`config.mk`:
```
export PLATFORM = sky130hd
export DESIGN_NAME = lcm_from_gcd
export DESIGN_NICKNAME = d
export VERILOG_FILES = /design/src/rtl/gcd_pkg.sv /design/src/rtl/seq_udiv.sv /design/src/rtl/lcm_from_gcd.sv
export SDC_FILE = /design/constraint.sdc
export NUM_CORES = 1
export LEC_CHECK = 0
export CORE_MARGIN = 5
export CORE_UTILIZATION = 57
export CTS_CLUSTER_SIZE = 16
export DETAILED_ROUTE_END_ITERATION = 7
export PLACE_DENSITY = 0.82
export SLEW_MARGIN = 20
export SYNTH_ARGS = -nofsm -noshare
export SYNTH_HDL_FRONTEND = slang
export SYNTH_SLANG_ARGS = --single-unit
```
`constraint.sdc`:
```
create_clock -name clk -period 3.15 [get_ports clk]
set_clock_uncertainty 0.2 [all_clocks]
set_input_delay 0.945 -clock clk [delete_from_list [all_inputs] [get_ports clk]]
set_output_delay 0.945 -clock clk [all_outputs]
set_load 0.01 [all_outputs]
```
`src/rtl/gcd_pkg.sv`:
```
// Shared definitions for the GCD unit and its LCM post-processing stage.
package gcd_pkg;

    localparam int unsigned GcdNBits = 2;
    localparam int unsigned GcdWBits = 2 * GcdNBits;

    typedef enum logic [1:0] {GCD_IDLE, GCD_RUN, GCD_DONE} gcd_state_t;

    typedef enum logic [1:0] {IDLE, MUL, DIV, DONE} lcm_state_t;

endpackage

```
`src/rtl/seq_udiv.sv`:
```
// Sequential restoring unsigned divider: W iterations, MSB first, done pulses once at the end.
module seq_udiv #(
    parameter int unsigned W = gcd_pkg::GcdWBits
) (
    input  logic         clk,
    input  logic         rst,
    input  logic         start,
    input  logic [W-1:0] dividend,
    input  logic [W-1:0] divisor,
    output logic         done,
    output logic [W-1:0] quotient,
    output logic [W-1:0] remainder
);

    localparam int unsigned CntW = $clog2(W) + 1;

    logic [W-1:0]    dvd_q, rem_q, dsr_q;
    logic [CntW-1:0] cnt_q;
    logic            run_q, done_q;

    logic [W:0]   rem_sh;
    logic [W-1:0] rem_sub;
    logic         ge;

    // Remainder stays below the divisor, so the W-bit wrapped subtraction is exact.
    always_comb begin
        rem_sh  = {rem_q, dvd_q[W-1]};
        ge      = rem_sh >= {1'b0, dsr_q};
        rem_sub = rem_sh[W-1:0] - dsr_q;
    end

    always_ff @(posedge clk or posedge rst) begin
        if (rst) begin
            dvd_q  <= '0;
            rem_q  <= '0;
            dsr_q  <= '0;
            cnt_q  <= '0;
            run_q  <= 1'b0;
            done_q <= 1'b0;
        end else begin
            done_q <= 1'b0;
            if (start) begin
                dvd_q <= dividend;
                dsr_q <= divisor;
                rem_q <= '0;
                cnt_q <= '0;
                run_q <= 1'b1;
            end else if (run_q) begin
                // Quotient bits shift into the vacated dividend LSBs.
                dvd_q <= {dvd_q[W-2:0], ge};
                rem_q <= ge ? rem_sub : rem_sh[W-1:0];
                cnt_q <= cnt_q + 1'b1;
                if (cnt_q == CntW'(W - 1)) begin
                    run_q  <= 1'b0;
                    done_q <= 1'b1;
                end
            end
        end
    end

    assign done      = done_q;
    assign quotient  = dvd_q;
    assign remainder = rem_q;

endmodule

```
`src/rtl/lcm_from_gcd.sv`:
```
// LCM stage: captures operands and GCD on gcd_rdy rising edge, computes |x|*|y|/gcd.
module lcm_from_gcd
    import gcd_pkg::*;
#(
    parameter int unsigned NBits = GcdNBits
) (
    input  logic               clk,
    input  logic               rst,
    input  logic [NBits-1:0]   xi,
    input  logic [NBits-1:0]   yi,
    input  logic [NBits-1:0]   gcd_xo,
    input  logic               gcd_rdy,
    output logic [2*NBits-1:0] lcm,
    output logic               lcm_valid,
    input  logic               lcm_ack,
    output logic               busy,
    output logic               drop,
    output logic               rem_err
);

    localparam int unsigned W    = 2 * NBits;
    localparam int unsigned CntW = $clog2(NBits) + 1;
    localparam logic [NBits-1:0] One = NBits'(1);

    lcm_state_t state_q, state_d;

    logic             rdy_q;
    logic [NBits-1:0] ax_q, ay_q, g_q;
    logic [W-1:0]     prod_q, lcm_q;
    logic [CntW-1:0]  cnt_q;
    logic             lcm_valid_q, drop_q, rem_err_q;

    logic             req;
    logic [NBits-1:0] abs_x, abs_y;
    logic             zero_in, last_mul, div_start, div_done;
    logic [W-1:0]     prod_add, div_q, div_r;

    always_comb begin
        req       = gcd_rdy & ~rdy_q;
        abs_x     = xi[NBits-1] ? (~xi + One) : xi;
        abs_y     = yi[NBits-1] ? (~yi + One) : yi;
        zero_in   = (gcd_xo == '0) || (abs_x == '0) || (abs_y == '0);
        last_mul  = cnt_q == CntW'(NBits - 1);
        prod_add  = ay_q[0] ? prod_q + ({{NBits{1'b0}}, ax_q} << cnt_q) : prod_q;
        div_start = (state_q == MUL) && last_mul;
    end

    seq_udiv #(
        .W (W)
    ) u_div (
        .clk       (clk),
        .rst       (rst),
        .start     (div_start),
        .dividend  (prod_add),
        .divisor   ({{NBits{1'b0}}, g_q}),
        .done      (div_done),
        .quotient  (div_q),
        .remainder (div_r)
    );

    always_ff @(posedge clk or posedge rst) begin
        if (rst) state_q <= IDLE;
        else     state_q <= state_d;
    end

    always_comb begin
        state_d = state_q;
        unique case (state_q)
            IDLE:    if (req) state_d = zero_in ? DONE : MUL;
            MUL:     if (last_mul) state_d = DIV;
            DIV:     if (div_done) state_d = DONE;
            DONE:    if (lcm_valid_q && lcm_ack) state_d = IDLE;
            default: state_d = IDLE;
        endcase
    end

    always_comb begin
        busy      = state_q != IDLE;
        lcm       = lcm_q;
        lcm_valid = lcm_valid_q;
        drop      = drop_q;
        rem_err   = rem_err_q;
    end

    always_ff @(posedge clk or posedge rst) begin
        if (rst) begin
            rdy_q       <= 1'b0;
            ax_q        <= '0;
            ay_q        <= '0;
            g_q         <= '0;
            prod_q      <= '0;
            cnt_q       <= '0;
            lcm_q       <= '0;
            lcm_valid_q <= 1'b0;
            drop_q      <= 1'b0;
            rem_err_q   <= 1'b0;
        end else begin
            rdy_q <= gcd_rdy;
            if (req && state_q != IDLE) drop_q <= 1'b1;
            unique case (state_q)
                IDLE: begin
                    if (req) begin
                        ax_q   <= abs_x;
                        ay_q   <= abs_y;
                        g_q    <= gcd_xo;
                        prod_q <= '0;
                        cnt_q  <= '0;
                        if (zero_in) lcm_q <= '0;
                    end
                end
                MUL: begin
                    prod_q <= prod_add;
                    ay_q   <= ay_q >> 1;
                    cnt_q  <= cnt_q + 1'b1;
                end
                DIV: begin
                    if (div_done) begin
                        lcm_q       <= div_q;
                        lcm_valid_q <= 1'b1;
                        rem_err_q   <= rem_err_q | (div_r != '0);
                    end
                end
                DONE: begin
                    // Zero path enters DONE with valid still low; raise it one cycle later.
                    if (!lcm_valid_q)  lcm_valid_q <= 1'b1;
                    else if (lcm_ack)  lcm_valid_q <= 1'b0;
                end
                default: ;
            endcase
        end
    end

endmodule

```
==> metrics.md, run 1 <==
| Metric | Value |
|---|---|
| Top layer reached by signal wires | `met4` |
| Final Hold Vio Count | `0` |
| Drt drc | `0` |
| Top cells by area, synth | `dfrtp_1 47%, ha_1 7.6%, mux2i_1 5.5%` |
| Die X-Extent | `69.02 µm` |
| Vias per cell | `about 5.5` |
| ANT cells | `0` |
| Flop pwr share | `0.396` |
| First-pass detailed-route iteration total | `4` |
| Clock Path Buffers | `2` |
| CTS tree | `yes` |
| Gr ovfl total | `0` |
| Net load switching power | `0.0008974 W` |
| Crit path time final | `2.917 ns` |
| Worst-path clk slew | `around 0.11 ns` |
| Crit path max-delay family | `buffers and inverters` |
| Layout cell share with drive strength beyond 1 | `0.08072` |
| Max-slew violations | `0` |
| CTS Buf Count | `5` |
| Max IR drop VDD | `roughly 0.51 mV` |
| CP endpoint | `busy` |
| Initial cell density of the core | `0.5904` |
| WL met3 | `between 100 and 150 µm` |
| WL final | `3.614 mm` |
| Crit Path Class | `reg -> out` |
| Hold Crit Class | `reg -> reg` |
| YS warnings | `0` |
| Syn_area_per_cell | `between 9 and 10 µm²` |
| DR WL/cell | `13.43 µm` |
| Die Y | `about 70 µm` |
| Synthesized area | `approximately 2000 µm²` |
| Final period util | `0.9260` |
| CP max stage delay | `roughly 0.54 ns` |
| Htree depth | `2` |
| Switch share | `0.4176` |
| Post-synthesis sequential area ratio | `0.4663` |
| Worst reg2reg endpoint | `prod_q[3]$_DFFE_PP0P_` |
| Fmax | `0.3428 GHz` |
| CP Data Arrival Time | `between 1.5 and 2 ns` |
| R2R depth | `8` |
| Number of max-cap violations | `0` |
| Vias in the first global route | `between 1000 and 1500` |
| I/O Buffers | `17` |
| Hpwl dp | `roughly 2.7 mm` |
| Core area | `between 3000 and 4000 µm²` |
| Slew @ Worst Pin | `approximately 0.67 ns` |
| DR vias | `roughly 1500` |
| Met1 wire length | `approximately 1.7 mm` |
| Tot Pwr | `0.002149 W` |
| Final RePlAce weighted congestion | `a little under 0.8` |
| CP cell instances | `inv_1 > ha_1 > inv_2 > clkdlybuf4s50_1` |
| Main synth FF type | `dfrtp_1` |
| Leakage Power | `1.014 nW` |
| Bufs and invs on worst path | `3` |
| Max FO, Critical Path | `6` |
| CP max stage cell | `clkdlybuf4s50_1` |
| Worst path depth | `4` |
| Pwr per Cell Area | `953.7 nW/µm²` |
| Largest net degree at the start of global routing | `38` |
| Gate Count Post-Synth | `between 200 and 250` |
| Yosys cell types | `44` |
| R2R setup slack | `roughly 0.68 ns` |
| Met2 Routed Length | `about 1.7 mm` |
| GRT Overall Usage | `0.1670` |
| Yosys reg bits | `37` |
| Final setup fails | `0` |
| Resized Gates After CTS | `0` |
| Row Count | `21` |
| # IOs | `18` |
| Worst Setup SP | `state_q[0]$_DFFE_PP0P_` |
| Worst Setup End Kind | `output pin` |
| Combinational power share | `0.493` |
| First-pass GRT wire length | `roughly 6.4 mm` |
| Die footprint | `about 4800 µm²` |
| CTS sink cnt | `37` |
| Starting DRC count in detailed routing | `35` |
| RSZ-0062 raised after global routing | `false` |
| Antenna violations before repair | `0` |
| Post-synth EDFFs | `0` |
| Fraction of registers with async set/reset | `1.000` |
| Syn_nets | `roughly 230` |
| Req. time, crit path | `2.00 ns` |
| Clock power share | `0.111` |
| Most common cell in the netlist | `dfrtp_1` |
| DRT antenna net count | `0` |
| Top post-synthesis cells by count | `37 x dfrtp_1, 28 x nand2_1, 19 x inv_1` |
| Setup TNS | `0 ns` |
| Cell-internal power | `between 0.001 and 0.0015 W` |
| Hold-fix buffers, CTS | `0` |
| Setup Fix Bufs, Post-CTS | `0` |
| Final nets | `246` |
| Worst r2r src | `cnt_q[0]$_DFFE_PP0P_` |
| Relative slew slack | `0.5377` |
| Skew-Pair Late Insertion Delay | `around 0.34 ns` |
| Area leader, netlist | `dfrtp_1` |
| Synth top area share | `0.4663` |
| Setup crit start kind | `register` |
| Outcome | `finished, final reports clean` |
| CTS root buf | `clkbuf_4` |
| Area delta synth->final | `13.48%` |
-- power groups by stage --
stage               Clock (W)  Sequential [W]  Combinational [W]
detailed placement          0        0.000860            0.00107
global placement            0        0.000852            0.00103
CTS                  0.000249        0.000850            0.00107
floorplan                   0        0.000808           0.000825
global route         0.000271        0.000883            0.00120
finish               0.000238        0.000852            0.00106
-- cell usage in the layout, fill, tap and decap left out, drive strengths merged, types with 5 or more instances in the layout --
cell type / instances
a211oi: 5
a21oi: 6
clkbuf: 6
clkdlybuf4s50: 17
dfrtp: 37
ha: 12
inv: 21
mux2: 6
mux2i: 11
nand2: 28
nor2: 12
o21ai: 19
-- how the worst min path moves through the flow --
| stage | from | to | depth (start not counted) | slack (ns) |
|---|---|---|---|---|
| 2_1_floorplan | g_q[0]$_DFFE_PP0P_ | u_div.dsr_q[0]$_DFFE_PP0P_ | 2 | 0.23 |
| 3_3_place_gp | drop$_DFFE_PP0P_ | drop$_DFFE_PP0P_ | 1 | 0.25 |
| 3_5_place_dp | drop$_DFFE_PP0P_ | drop$_DFFE_PP0P_ | 1 | 0.25 |
| 4_1_cts | drop$_DFFE_PP0P_ | drop$_DFFE_PP0P_ | 1 | 0.28 |
| 5_1_grt | g_q[0]$_DFFE_PP0P_ | u_div.dsr_q[0]$_DFFE_PP0P_ | 2 | 0.30 |
| 6_report | g_q[0]$_DFFE_PP0P_ | u_div.dsr_q[0]$_DFFE_PP0P_ | 2 | 0.27 |
-- state kept, by name, summed over array words and instances (netlist names) --
| name | count |
|---|---|
| lcm | 4 |
| prod_q | 4 |
| u_div.quotient | 4 |
| u_div.remainder | 4 |
| u_div.cnt_q | 3 |
| ax_q | 2 |
| ay_q | 2 |
| cnt_q | 2 |
| g_q | 2 |
| state_q | 2 |
| u_div.dsr_q | 2 |
| drop | 1 |
| lcm_valid | 1 |
| rdy_q | 1 |
| rem_err | 1 |
| u_div.done | 1 |
| u_div.run_q | 1 |
-- kinds of logic after synthesis --
logic type / after synthesis / synth area share
and+or+nand+nor: 60 / 0.1418
muxes: 17 / 0.08948
buffers and inverters: 26 / 0.05041
xor gates and xnor gates: 3 / 0.01323
DFF: 37 / 0.4663
AOI/OAI and AO/OA: 45 / 0.1430
adders and majority gates: 14 / 0.09578
-- per-stage QoR --
step	setup slack, ns	util	hold WS (ns)	std cells	instance area (µm²)
6_report	0.2330	0.6700	0.2695	269	2253
5_1_grt	0.1436	0.6700	0.3046	269	2253
4_1_cts	0.2131	0.6700	0.2755	269	2253
3_5_place_dp	0.3367	0.6548	0.2515	261	2202
3_3_place_gp	0.3889	0.6548	0.2508	261	2202
2_1_floorplan	0.8484	-	0.2331	202	1986
-- worst min-delay path, stage by stage, from the launching register on --
cell,delay [ns]
dfrtp_1,0.36
nand2_1,0.05
nand2_1,0.05
-- routing by layer --
metal  global-route usage  vias to the layer above
li1                     -                      741
met1               0.1993                      701
met2               0.2617                       25
met3              0.05233                       10
met4               0.1020                        0
met5                    0                        -
-- cell type report --
class | count | area (µm²)
Inverter | 21 | 81.33
Fill cell | 283 | 1110
Clock inverter | 2 | 10.01
Clock buffer | 6 | 41.29
Tap cell | 46 | 57.56
Sequential cell | 37 | 925.9
Multi-Input combinational cell | 139 | 959.7
Timing Repair Buffer | 18 | 177.7
Power figures use the tool's default switching activity.
==> run 2, diff against run 1 <==
CORE_MARGIN = not set   (was 5)
==> run 2 against run 1 <==
  * Sequential share of layout area stayed put
  * First-iteration DRC count is 74% higher
  * Utilization increased by 0.53 points
  * Critical path depth stayed put
  * Clock power hardly changed
==> metrics.md, run 2 (same netlist as run 1, synthesis figures left out) <==
| Metric | Value |
|---|---|
| Outcome | `finished, final reports clean` |
| Skew-Pair Late Insertion Delay | `0.35 ns (about the same)` |
| Clock Path Buffers | `2 (unchanged)` |
| ANT cells | `0 (unchanged)` |
| Worst-path clk slew | `0.10 ns (about the same)` |
| Req. time, crit path | `2.00 ns (about the same)` |
| Row Count | `21 (unchanged)` |
| Crit path time final | `2.903 ns (-0.01418 ns)` |
| Hold Crit Class | `reg -> reg` |
| CP max stage cell | `clkdlybuf4s50_1` |
| DR WL/cell | `12.94 µm (-3.7%)` |
| Slew @ Worst Pin | `0.7076 ns (+0.03344 ns)` |
| Hold path cells | `1 (-1)` |
| Worst Setup SP | `state_q[0]$_DFFE_PP0P_` |
| Max FO, Critical Path | `6 (unchanged)` |
| Core area | `3337 µm² (-0.78%)` |
| WL final | `3.482 mm (-3.7%)` |
| Pwr per Cell Area | `952.0 nW/µm² (-0.17%)` |
| RSZ-0062 raised after global routing | `false` |
| First-pass GRT wire length | `5.547 mm (-13%)` |
| Setup Fix Bufs, Post-CTS | `0 (unchanged)` |
| Initial cell density of the core | `0.5951 (+0.004649)` |
| Crit Path Class | `reg -> out` |
| Max-slew violations | `0 (unchanged)` |
| Final Hold Vio Count | `0 (unchanged)` |
| Worst Setup End Kind | `output pin` |
| Drt drc | `0 (unchanged)` |
| R2R depth | `8 (unchanged)` |
| WHS | `0.2729 ns (+0.003480 ns)` |
| Htree depth | `2 (unchanged)` |
| Most frequent cells in the layout | `37 x dfrtp_1, 28 x nand2_1, 19 x inv_1` |
| Max IR drop VDD | `0.4616 mV (-10%)` |
| Starting DRC count in detailed routing | `61 (+74%)` |
| Gr ovfl total | `0 (unchanged)` |
| DP Area | `2202 µm² (unchanged)` |
| Area delta synth->final | `13.48% (unchanged)` |
| Vias in the first global route | `1300 (-13%)` |
| Relative slew slack | `0.5148 (-0.02294)` |
| Tot Pwr | `0.002145 W (-0.17%)` |
| Die footprint | `3723 µm² (-22%)` |
| Hpwl dp | `2.559 mm (-5.8%)` |
| DR vias | `1416 (-4.1%)` |
| Largest net degree at the start of global routing | `38 (unchanged)` |
| Crit path max-delay family | `buffers and inverters` |
| Worst r2r src | `cnt_q[0]$_DFFE_PP0P_` |
| First-pass detailed-route iteration total | `4 (unchanged)` |
| DRT antenna net count | `0 (unchanged)` |
| Fin area | `2253 µm² (unchanged)` |
| Hold-fix buffers, CTS | `0 (unchanged)` |
| Layout cell share with drive strength beyond 1 | `0.08072 (unchanged)` |
| CP cell instances | `inv_1 > ha_1 > inv_2 > clkdlybuf4s50_1` |
| Antenna violations before repair | `0 (unchanged)` |
| CTS tree | `yes` |
| Leakage Power | `1.014 nW (unchanged)` |
| Setup crit start kind | `register` |
| R2R setup slack | `0.68 ns (about the same)` |
| GRT Overall Usage | `0.2121 (+0.04516)` |
| CTS sink cnt | `37 (unchanged)` |
| Resized Gates After CTS | `0 (unchanged)` |
| CP endpoint | `busy` |
| Final setup fails | `0 (unchanged)` |
| CP max stage delay | `0.54 ns (about the same)` |
| # IOs | `18 (unchanged)` |
| Worst path depth | `4 (unchanged)` |
| Bufs and invs on worst path | `3 (unchanged)` |
| Worst reg2reg endpoint | `prod_q[3]$_DFFE_PP0P_` |
| Final nets | `246 (unchanged)` |
| Fmax | `0.3445 GHz (+0.49%)` |
| Final RePlAce weighted congestion | `0.8054 (+2.2%)` |
| Setup TNS | `0 ns (unchanged)` |
| Commonest non-fill, non-tap cell in the layout | `dfrtp_1` |
| CTS root buf | `clkbuf_4` |
| I/O Buffers | `17 (unchanged)` |
| CTS Buf Count | `5 (unchanged)` |
| Final period util | `0.9215 (-0.004503)` |
| Die X-Extent | `61.02 µm (-12%)` |
| Die Y | `61.02 µm (-12%)` |
| Vias per cell | `5.264 (-4.1%)` |
| CP Data Arrival Time | `1.76 ns (about the same)` |
| Number of max-cap violations | `0 (unchanged)` |
-- run 2: cell counts in the layout (fill, tap and decap cells not counted) --
Identical to the previous run, type by type.
-- run 2: worst register-to-register path, delay by kind of cell (launching register included) --
| kind | cells | cell delay (ns) |
|---|---|---|
| buffers and inverters | 1 | 0.05 |
| DFF | 1 | 0.47 |
| AOI/OAI and AO/OA | 3 | 0.64 |
| adders and majority gates | 1 | 0.17 |
| muxes | 1 | 0.29 |
| and+or+nand+nor | 2 | 0.55 |
-- run 2: how the worst min path moves through the flow --
stage                             startpoint                    endpoint
after floorplan           g_q[0]$_DFFE_PP0P_  u_div.dsr_q[0]$_DFFE_PP0P_
after global placement      drop$_DFFE_PP0P_            drop$_DFFE_PP0P_
after detailed placement    drop$_DFFE_PP0P_            drop$_DFFE_PP0P_
after CTS                   drop$_DFFE_PP0P_            drop$_DFFE_PP0P_
after global routing        drop$_DFFE_PP0P_            drop$_DFFE_PP0P_
final                       drop$_DFFE_PP0P_            drop$_DFFE_PP0P_
-- run 2: power by group --
group	switching, W	internal [W]	total (W)
clock network	0.000154	0.0000850	0.000239
logic	0.000562	0.000494	0.00106
registers	0.000178	0.000672	0.000850
total	0.000894	0.00125	0.00215
-- run 2: area by class of cell --
cell class              instances  area, µm²
repair buffers                 18      177.7
well taps                      46      57.56
fillers                       286       1084
multi-input cells             139      959.7
clock inverters                 2      10.01
clock buffers                   6      41.29
inverters                      21      81.33
flip-flops and latches         37      925.9
-- run 2: per-layer routing --
| layer | vias up | GRT usage | share of wire |
|---|---|---|---|
| met1 | 653 | 0.2586 | 0.48 |
| li1 | 736 | - | - |
| met4 | 0 | 0.1071 | 0.019 |
| met2 | 21 | 0.3416 | 0.47 |
| met5 | - | 0 | 0 |
| met3 | 6 | 0.06513 | 0.033 |
-- run 2: stage by stage --
step | std cells | utilization | setup slack, ns
final | 269 | 0.6753 | 0.2472
after CTS | 269 | 0.6753 | 0.2261
after global placement | 261 | 0.6599 | 0.3854
after detailed placement | 261 | 0.6599 | 0.3259
after global routing | 269 | 0.6753 | 0.1283
after floorplan | 202 | - | 0.8484
==> run 3, diff against run 2 <==
ABC_AREA = 1   (was not set)
CORE_MARGIN = 4   (was not set)
CORE_UTILIZATION = 56   (was 57)
PLACE_DENSITY = 0.81   (was 0.82)
SLEW_MARGIN = not set   (was 20)
==> run 3 against run 2 <==
  * Via count grew 7.6%
  * Utilization decreased by 0.45 points
  * Die area is 20% higher
  * Wire length increased by 4.3%
  * Critical path type unchanged
  * Sequential power decreased by 44%
==> metrics.md, run 3 <==
| Metric | Value |
|---|---|
| WL final | `3.633 mm (+4.3%)` |
| Leakage Power | `1.092 nW (+7.7%)` |
| Die footprint | `4474 µm² (+20%)` |
| Die X-Extent | `66.89 µm (+9.6%)` |
| # IOs | `18 (unchanged)` |
| Pwr per Cell Area | `346.3 nW/µm² (-64%)` |
| Skew-Pair Late Insertion Delay | `0.36 ns (about the same)` |
| DR vias | `1524 (+7.6%)` |
| Drt drc | `0 (unchanged)` |
| Bufs and invs on worst path | `3 (unchanged)` |
| Yosys cell types | `28 (-36%)` |
| Final nets | `275 (+12%)` |
| Setup TNS | `0 ns (unchanged)` |
| CP endpoint | `busy` |
| Syn_nets | `251 (+11%)` |
| Vias in the first global route | `1450 (+12%)` |
| Place WS | `0.5879 ns (+0.2619 ns)` |
| Largest net degree at the start of global routing | `38 (unchanged)` |
| CTS root buf | `clkbuf_4` |
| Top post-synthesis cells by count | `59 x nand2_1, 37 x dfrtp_1, 34 x inv_1` |
| Resized Gates After CTS | `0 (unchanged)` |
| Fraction of registers with async set/reset | `1.000 (unchanged)` |
| Max-slew violations | `0 (unchanged)` |
| Worst r2r src | `cnt_q[1]$_DFFE_PP0P_` |
| Hold Crit Class | `reg -> reg` |
| Worst reg2reg endpoint | `u_div.quotient[2]$_DFFE_PP0P_` |
| Placed insts | `290 (+11%)` |
| CTS sink cnt | `37 (unchanged)` |
| Vias per cell | `5.114 (-2.8%)` |
| I/O Buffers | `17 (unchanged)` |
| Commonest non-fill, non-tap cell in the layout | `nand2_1` |
| Crit Path Class | `reg -> out` |
| Hold-fix buffers, CTS | `0 (unchanged)` |
| Layout cell share with drive strength beyond 1 | `0.07143 (-0.009289)` |
| Top cells by area, synth | `dfrtp_1 48%, nand2_1 11%, ha_1 7.7%` |
| ANT cells | `0 (unchanged)` |
| CP Data Arrival Time | `1.82 ns (+0.06 ns)` |
| Syn_area_per_cell | `8.554 µm² (-13%)` |
| Fmax | `0.3378 GHz (-1.9%)` |
| Gr ovfl total | `0 (unchanged)` |
| CP cell instances | `inv_1 > ha_1 > inv_2 > clkdlybuf4s50_1` |
| CTS Buf Count | `5 (unchanged)` |
| Max IR drop VDD | `0.2653 mV (-43%)` |
| YS warnings | `0 (unchanged)` |
| Worst Slack Setup Final | `0.1895 ns (-0.05771 ns)` |
| Gate Count Post-Synth | `227 (+12%)` |
| Setup crit start kind | `register` |
| Clock Path Buffers | `2 (unchanged)` |
| Hpwl dp | `2.851 mm (+11%)` |
| Req. time, crit path | `2.00 ns (about the same)` |
| Initial cell density of the core | `0.5819 (-0.01312)` |
| Final period util | `0.9398 (+0.01832)` |
| Crit path max-delay family | `buffers and inverters` |
| Most frequent cells in the layout | `59 x nand2_1, 37 x dfrtp_1, 34 x inv_1` |
| Synth top area share | `0.4768 (+0.01052)` |
| DR WL/cell | `12.19 µm (-5.8%)` |
| Max FO, Critical Path | `6 (unchanged)` |
| RSZ-0062 raised after global routing | `false` |
| Most common cell in the netlist | `nand2_1` |
| Area delta synth->final | `15.27%` |
| Final setup fails | `0 (unchanged)` |
| Crit path time final | `2.960 ns (+0.05771 ns)` |
| CP max stage delay | `0.54 ns (about the same)` |
| Worst Setup SP | `state_q[0]$_DFFE_PP0P_` |
| R2R setup slack | `1.01 ns (+0.33 ns)` |
| Final Hold Vio Count | `0 (unchanged)` |
| Worst-path clk slew | `0.11 ns (about the same)` |
| First-pass detailed-route iteration total | `4 (unchanged)` |
| First-pass GRT wire length | `6.375 mm (+15%)` |
| CP max stage cell | `clkdlybuf4s50_1` |
| Relative slew slack | `0.6974 (+0.1826)` |
| Synthesized area | `1942 µm² (-2.2%)` |
| Final RePlAce weighted congestion | `0.8375 (+4.0%)` |
| GRT Overall Usage | `0.1944 (-0.01772)` |
| Post-Layout Cell Count | `298 (+11%)` |
| Starting DRC count in detailed routing | `121 (+98%)` |
| Tot Pwr | `0.0007752 W (-64%)` |
| Number of max-cap violations | `0 (unchanged)` |
| Outcome | `finished, final reports clean` |
| Antenna violations before repair | `0 (unchanged)` |
| Worst Setup End Kind | `output pin` |
| Setup Fix Bufs, Post-CTS | `0 (unchanged)` |
| Main synth FF type | `dfrtp_1` |
| Worst path depth | `4 (unchanged)` |
| Die Y | `66.89 µm (+9.6%)` |
| R2R depth | `7 (-1)` |
| Core area | `3337 µm² (unchanged)` |
| Area leader, netlist | `dfrtp_1` |
| DRT antenna net count | `0 (unchanged)` |
| WHS | `0.2891 ns (+0.01619 ns)` |
| Yosys reg bits | `37 (unchanged)` |
| Post-synth EDFFs | `0 (unchanged)` |
| Htree depth | `2 (unchanged)` |
| Slew @ Worst Pin | `0.4538 ns (-0.2537 ns)` |
| CTS tree | `yes` |
| Row Count | `21 (unchanged)` |
| Post-synthesis sequential area ratio | `0.4768 (+0.01052)` |
## run 3: cell types whose count changed in the layout (fill, tap and decap cells not counted), moves of 3 or more
cell,change
inv_1,+15
nand2b_1,-3
o221ai_1,+3
nor2b_1,-3
nand3_1,+5
o21ai_1,-4
o22ai_1,+5
mux2_2,-4
o21ai_0,+6
nor2_1,+3
mux2i_1,-11
nand2_1,+31
a211oi_1,-5
## run 3: metal layers
layer / vias up / track usage / share of wire
li1: 786 / - / -
met1: 702 / 0.2443 / 0.46
met2: 28 / 0.3082 / 0.47
met3: 8 / 0.04384 / 0.043
met4: 0 / 0.1063 / 0.024
met5: - / 0 / 0
## run 3: metrics by stage
stage,cell area [µm²],util
floorplan,1942,-
global placement,2173,0.6513
detailed placement,2173,0.6513
CTS,2238,0.6708
global route,2238,0.6708
finish,2238,0.6708
## run 3: cell families (layout without fill, tap and decap cells)
| family | Yosys count | count (layout) | synth area share |
|---|---|---|---|
| AOI/OAI and AO/OA | 45 | 45 | 0.1405 |
| xor gates and xnor gates | 3 | 3 | 0.01353 |
| adders and majority gates | 14 | 14 | 0.09794 |
| buffers and inverters | 37 | 62 | 0.07152 |
| DFF | 37 | 37 | 0.4768 |
| and+or+nand+nor | 91 | 91 | 0.1997 |
## run 3: layout make-up
class | instances | area [µm²]
repair buffers | 18 | 177.7
well taps | 46 | 57.56
flip-flops and latches | 37 | 925.9
clock buffers | 6 | 51.30
inverters | 36 | 135.1
clock inverters | 2 | 13.76
multi-input cells | 153 | 877.1
fillers | 286 | 1099
## run 3: report_power, final
part           internal (W)  leakage (nW)  total [W]  switching [W]
logic             0.0000115         0.560  0.0000251      0.0000136
clock network      0.000109        0.0382   0.000275       0.000166
registers          0.000475         0.494   0.000476    0.000000130
total              0.000596          1.09   0.000775       0.000180
## run 3: worst min path at each step
stage	slack [ns]	to	depth (start not counted)	from
final	0.29	rem_err$_DFFE_PP0P_	1	rem_err$_DFFE_PP0P_
after floorplan	0.24	g_q[0]$_DFFE_PP0P_	2	g_q[0]$_DFFE_PP0P_
after CTS	0.29	rem_err$_DFFE_PP0P_	1	rem_err$_DFFE_PP0P_
after detailed placement	0.26	rem_err$_DFFE_PP0P_	1	rem_err$_DFFE_PP0P_
after global routing	0.30	rem_err$_DFFE_PP0P_	1	rem_err$_DFFE_PP0P_
after global placement	0.25	rem_err$_DFFE_PP0P_	1	rem_err$_DFFE_PP0P_
